==> config.mk <==
export PLATFORM = sky130hd
export DESIGN_NAME = note_sequencer
export DESIGN_NICKNAME = d
export VERILOG_FILES = /design/src/rtl/note_sequencer.sv
export SDC_FILE = /design/constraint.sdc
export NUM_CORES = 1
export LEC_CHECK = 0
export ABC_AREA = 1
export CAP_MARGIN = 0
export CORE_MARGIN = 2
export CORE_UTILIZATION = 50
export CTS_CLUSTER_DIAMETER = 50
export CTS_CLUSTER_SIZE = 25
export DETAILED_ROUTE_END_ITERATION = 8
export PLACE_DENSITY_LB_ADDON = 0.08
export SLEW_MARGIN = 0
export SYNTH_ARGS = -nofsm -noshare
export SYNTH_HDL_FRONTEND = slang
export SYNTH_SLANG_ARGS = --single-unit
==> constraint.sdc <==
create_clock -name clk -period 3.41 [get_ports clk]
set_clock_uncertainty 0.2 [all_clocks]
set_input_delay 0.341 -clock clk [delete_from_list [all_inputs] [get_ports clk]]
set_output_delay 0.341 -clock clk [all_outputs]
set_load 0.02 [all_outputs]
==> src/rtl/note_sequencer.sv <==
// rtl/note_sequencer.sv - Pattern-RAM note sequencer driving the tone generator.
//
// Plays a writable pattern RAM of note codes, one step every tempo_eff clocks,
// in loop or one-shot mode, and reports note changes to the tone generator.
//
// Ports:
//   clk, rst_n              system clock, asynchronous active-low reset
//   wr_en, wr_addr, wr_data pattern RAM write port (synchronous)
//   start, stop             single-cycle control pulses; stop wins over start
//   loop                    1 = wrap at end of pattern, 0 = one-shot
//   play_len                steps to play, 0 = full depth 2**STEP_W
//   tempo                   clocks per step, 0 treated as 1
//   note                    current note code (REST_CODE = silence)
//   note_on                 one-cycle strobe on a change to a sounding note
//   step                    index of the step currently sounding
//   busy                    high while playing
//   done                    one-cycle strobe when a one-shot pattern ends
module note_sequencer #(
  parameter int NOTE_W    = 5,
  parameter int STEP_W    = 7,
  parameter int TEMPO_W   = 25,
  parameter int REST_CODE = 25
) (
  input  logic               clk,
  input  logic               rst_n,
  input  logic               wr_en,
  input  logic [STEP_W-1:0]  wr_addr,
  input  logic [NOTE_W-1:0]  wr_data,
  input  logic               start,
  input  logic               stop,
  input  logic               loop,
  input  logic [STEP_W-1:0]  play_len,
  input  logic [TEMPO_W-1:0] tempo,
  output logic [NOTE_W-1:0]  note,
  output logic               note_on,
  output logic [STEP_W-1:0]  step,
  output logic               busy,
  output logic               done
);

  localparam int DEPTH = 1 << STEP_W;
  localparam logic [NOTE_W-1:0] REST = NOTE_W'(REST_CODE);

  typedef enum logic {
    IDLE = 1'b0,
    PLAY = 1'b1
  } state_t;

  state_t              state_q;
  logic [NOTE_W-1:0]   note_q;
  logic                note_on_q;
  logic [STEP_W-1:0]   step_q;
  logic                busy_q;
  logic                done_q;
  logic [TEMPO_W-1:0]  tick_q;

  logic [NOTE_W-1:0]   mem_q [0:DEPTH-1];

  logic [TEMPO_W-1:0]  tick_limit;
  logic                boundary;
  logic                last_step;
  logic [STEP_W-1:0]   step_d;
  logic [NOTE_W-1:0]   note_d;
  logic [NOTE_W-1:0]   first_note;
  logic                step_strobe;

  // Pattern RAM: no reset, asynchronous read so a write lands before the
  // next fetch edge.
  always_ff @(posedge clk) begin
    if (wr_en) begin
      mem_q[wr_addr] <= wr_data;
    end
  end

  always_comb begin
    tick_limit  = (tempo == '0) ? '0 : tempo - TEMPO_W'(1);
    boundary    = (tick_q >= tick_limit);
    // play_len of 0 wraps to all-ones, i.e. the last step of the full depth.
    last_step   = (step_q == play_len - STEP_W'(1));
    step_d      = last_step ? '0 : step_q + STEP_W'(1);
    note_d      = mem_q[step_d];
    first_note  = mem_q[0];
    step_strobe = (note_d != REST) && ((note_d != note_q) || (note_q == REST));
  end

  always_ff @(posedge clk or negedge rst_n) begin
    if (!rst_n) begin
      state_q   <= IDLE;
      note_q    <= REST;
      note_on_q <= 1'b0;
      step_q    <= '0;
      busy_q    <= 1'b0;
      done_q    <= 1'b0;
      tick_q    <= '0;
    end else begin
      note_on_q <= 1'b0;
      done_q    <= 1'b0;
      if (stop) begin
        // Abort from any state; harmless in IDLE.
        state_q <= IDLE;
        note_q  <= REST;
        step_q  <= '0;
        busy_q  <= 1'b0;
        tick_q  <= '0;
      end else if (start) begin
        // (Re)start always strobes a sounding first note, even if it
        // equals the note already playing.
        state_q   <= PLAY;
        note_q    <= first_note;
        note_on_q <= (first_note != REST);
        step_q    <= '0;
        busy_q    <= 1'b1;
        tick_q    <= '0;
      end else if (state_q == PLAY) begin
        if (boundary) begin
          tick_q <= '0;
          if (last_step && !loop) begin
            state_q <= IDLE;
            note_q  <= REST;
            step_q  <= '0;
            busy_q  <= 1'b0;
            done_q  <= 1'b1;
          end else begin
            step_q    <= step_d;
            note_q    <= note_d;
            note_on_q <= step_strobe;
          end
        end else begin
          tick_q <= tick_q + TEMPO_W'(1);
        end
      end
    end
  end

  assign note    = note_q;
  assign note_on = note_on_q;
  assign step    = step_q;
  assign busy    = busy_q;
  assign done    = done_q;

endmodule
==> metrics <==
synth top area cells=edfxtp_1, nand3_1, nand2_1; Syn Std Cell Area=0.0302 sq mm; Hold WC Path Type=primary input to register; Crit path arrival time=around 3.8 ns; violated checks=negative setup slack; Ports=65; final hold vios=0; CTS root buf=clkbuf_16; DR iter-0 viols=2,148; nets@finish=3,161; share of cells above drive strength 1=0.200; worst setup margin=-0.0162 ns; Initial Utilization=0.503; Syn-to-layout area delta=25.4%; routed len/inst=21.9 um; I/O Buffers=64; Skew-Pair Late Insertion Delay=0.63 ns; cts bufs inserted=74; DIE WIDTH=between 200 and 250 um; most common cell after layout, fill and taps aside=nand2_1; crit end category=register; gpl congestion=0.882; status=complete, but fails checks; synth warn=0; Slew Viols, Final=0; post-synth cell types=between 40 and 50; Compound-Gate Fraction of Synth Area=0.0274; Mean Syn Cell Area=10.7 sq um; Seq cells post-synth=just under 700; setup TNS=-0.0162 ns; synthesized net count=2,892; Mapped Cells=roughly 2,800; pre-CTS WS=-0.957 ns; mux cell area share after synthesis=0; Final setup viols=1; Post-Synth XOR/XNOR Area=0.00841; CTS tree=built; gr usage total=0.272; Setup CP Type=register to register; Core Area=roughly 0.060 sq mm; antenna-violating nets left=0; worst-margin pin slew=0.952 ns; TritonRoute pass-1 iters=5; sequential share of the synthesized area=0.671; largest family of logic cells by synthesized area=simple AND/OR/NAND/NOR gates; Die Ht=250 um; DR vias=~22,000; DRT Wirelength=86.1 mm; vias in the first global route=22,000; pwr/cell area=483 mW/mm^2; # DRC=0; R2R Setup Slk=-0.02 ns; DIE AREA=a little over 0.06 sq mm; Req. time, crit path=approximately 3.8 ns; most frequent cells in the layout=nand2_1, edfxtp_1, nand3_1; Placed Instances=3,733; std cell rows=90; Worst-path clk slew=approximately 0.060 ns; min Tclk post-route=3.43 ns; antenna violations before repair=0; LEAKAGE=0.0141 uW; H-tree Lvls=3; Detail Placement HPWL=52.9 mm; Inserted Diodes=0; largest area contributor in the netlist=edfxtp_1; Max Cap Viol=0; first-pass GRT wire length=129 mm; Post-Layout Cell Count=3,924; Vias/cell=5.67; largest net degree at the start of global routing=83; Synth Area in Simple Gates=0.237; slew margin rel.=0.365; crit-path max FO=7; hold slack=0.0647 ns; clock sink total=roughly 680; CP startpoint kind=register; fmax=292 MHz; CTS Buffer Depth=3; area share of fa/ha/maj cells after synthesis=0.0120; post-synth top area share=0.637; Period Utilization, post-route=1.00; GRT Residual Overflow=0; RSZ-0062 raised after global routing=yes; peak supply drop=0.443 mV
[report_power, final]
part,total (uW),leakage (uW),switching (uW),internal [uW]
sequential,9210,0.00630,28.7,9180
combinational,721,0.00660,462,258
clock,8360,0.00124,3690,4660
[cell families after synthesis]
kind of cell / Yosys count
AO/OA/AOI/OAI: 116
XOR/XNOR: 29
adder cells (fa/ha/maj): 29
buffers and inverters: 304
flip-flops: 681
AND/OR/NAND/NOR: 1654
[critical path, cell delays in order, from the launching register on]
cell      delay, ns
dfrtp_1        0.47
xor2_1         0.20
nand2_1        0.07
nand2_1        0.08
nand3_2        0.12
o21ai_4        0.07
buf_12         0.14
buf_16         0.16
buf_6          0.13
buf_16         0.13
buf_12         0.12
or2_2          0.26
o211ai_1       0.08
nand3_1        0.15
nand3_1        0.13
nand3_2        0.11
nand3_4        0.12
nand2_2        0.07
nand2_2        0.08
nand2_2        0.07
nand2_2        0.08
nor2_4         0.04
nor2_2         0.09
nand2_1        0.06
a21oi_2        0.10
[routing by layer]
layer,part of all wire,global-route usage
met2,0.49,0.454
met4,0.028,0.0842
met3,0.062,0.0413
met1,0.42,0.370
met5,0,0
[synth_stat cells, drive strengths merged]
master   number
nand2       744
a31o          1
a22oi         2
o21ai        26
or2           9
nor3b         3
inv         153
nand3b        3
a41oi         2
o211a         1
o2111ai       1
nor4         11
a21oi        22
nor3         23
xor2         18
clkbuf       48
buf         102
o221ai        3
edfxtp      640
dfrtp        38
o211ai       48
dfstp         3
nand3       628
nand4        10
or4           2
a211oi        2
clkinv        1
nor2        220
a31oi         1
nor2b         1
o31ai         1
o41ai         1
xnor2        11
ha           29
o22ai         5
[timing repair]
item                                    4_1_cts  5_1_grt
pin swaps                                    32       72
cloned                                        9        8
resized for setup                           100      149
endpoints found under the hold margin        61        0
hold buffers                                  2        0
setup buffers                                18       19
endpoints found under the setup margin       41       41
[registers in the layout, indices dropped and copies added (netlist names)]
signal and count:
mem_q 640, tick_q 25, step 7, note 5
busy 1, done 1, note_on 1, state_q 1
[layout make-up]
cell class / count / area, sq um
Clock inverter: 55 / 687
Timing Repair inverter: 1 / 5.00
Sequential cell: 681 / 20300
Timing Repair Buffer: 342 / 3780
Tap cell: 782 / 978
Multi-Input combinational cell: 1828 / 9670
Fill cell: 4698 / 22200
Inverter: 154 / 601
Clock buffer: 81 / 1880
[path summary, 6_finish.rpt]
check / startpoint / to / cells past startpoint
max: step[6] / note_on / 24
min: wr_data[1] / mem_q[116][1] / 1
max reg2reg: step[6] / note_on / 24
min reg2reg: note[4] / note[4] / 2
max in group asynchronous: rst_n / step[1] / 2
min in group asynchronous: rst_n / tick_q[3] / 2
[metrics by stage]
step / area, sq um / total power (uW) / utilization
2_1_floorplan: 30400 / 9630 / -
3_3_place_gp: 33400 / 10000 / 0.557
3_5_place_dp: 33400 / 10100 / 0.557
4_1_cts: 36900 / 18400 / 0.615
5_1_grt: 37900 / 18800 / 0.631
6_report: 37900 / 18300 / 0.631
(Power assumes the default switching activity.)
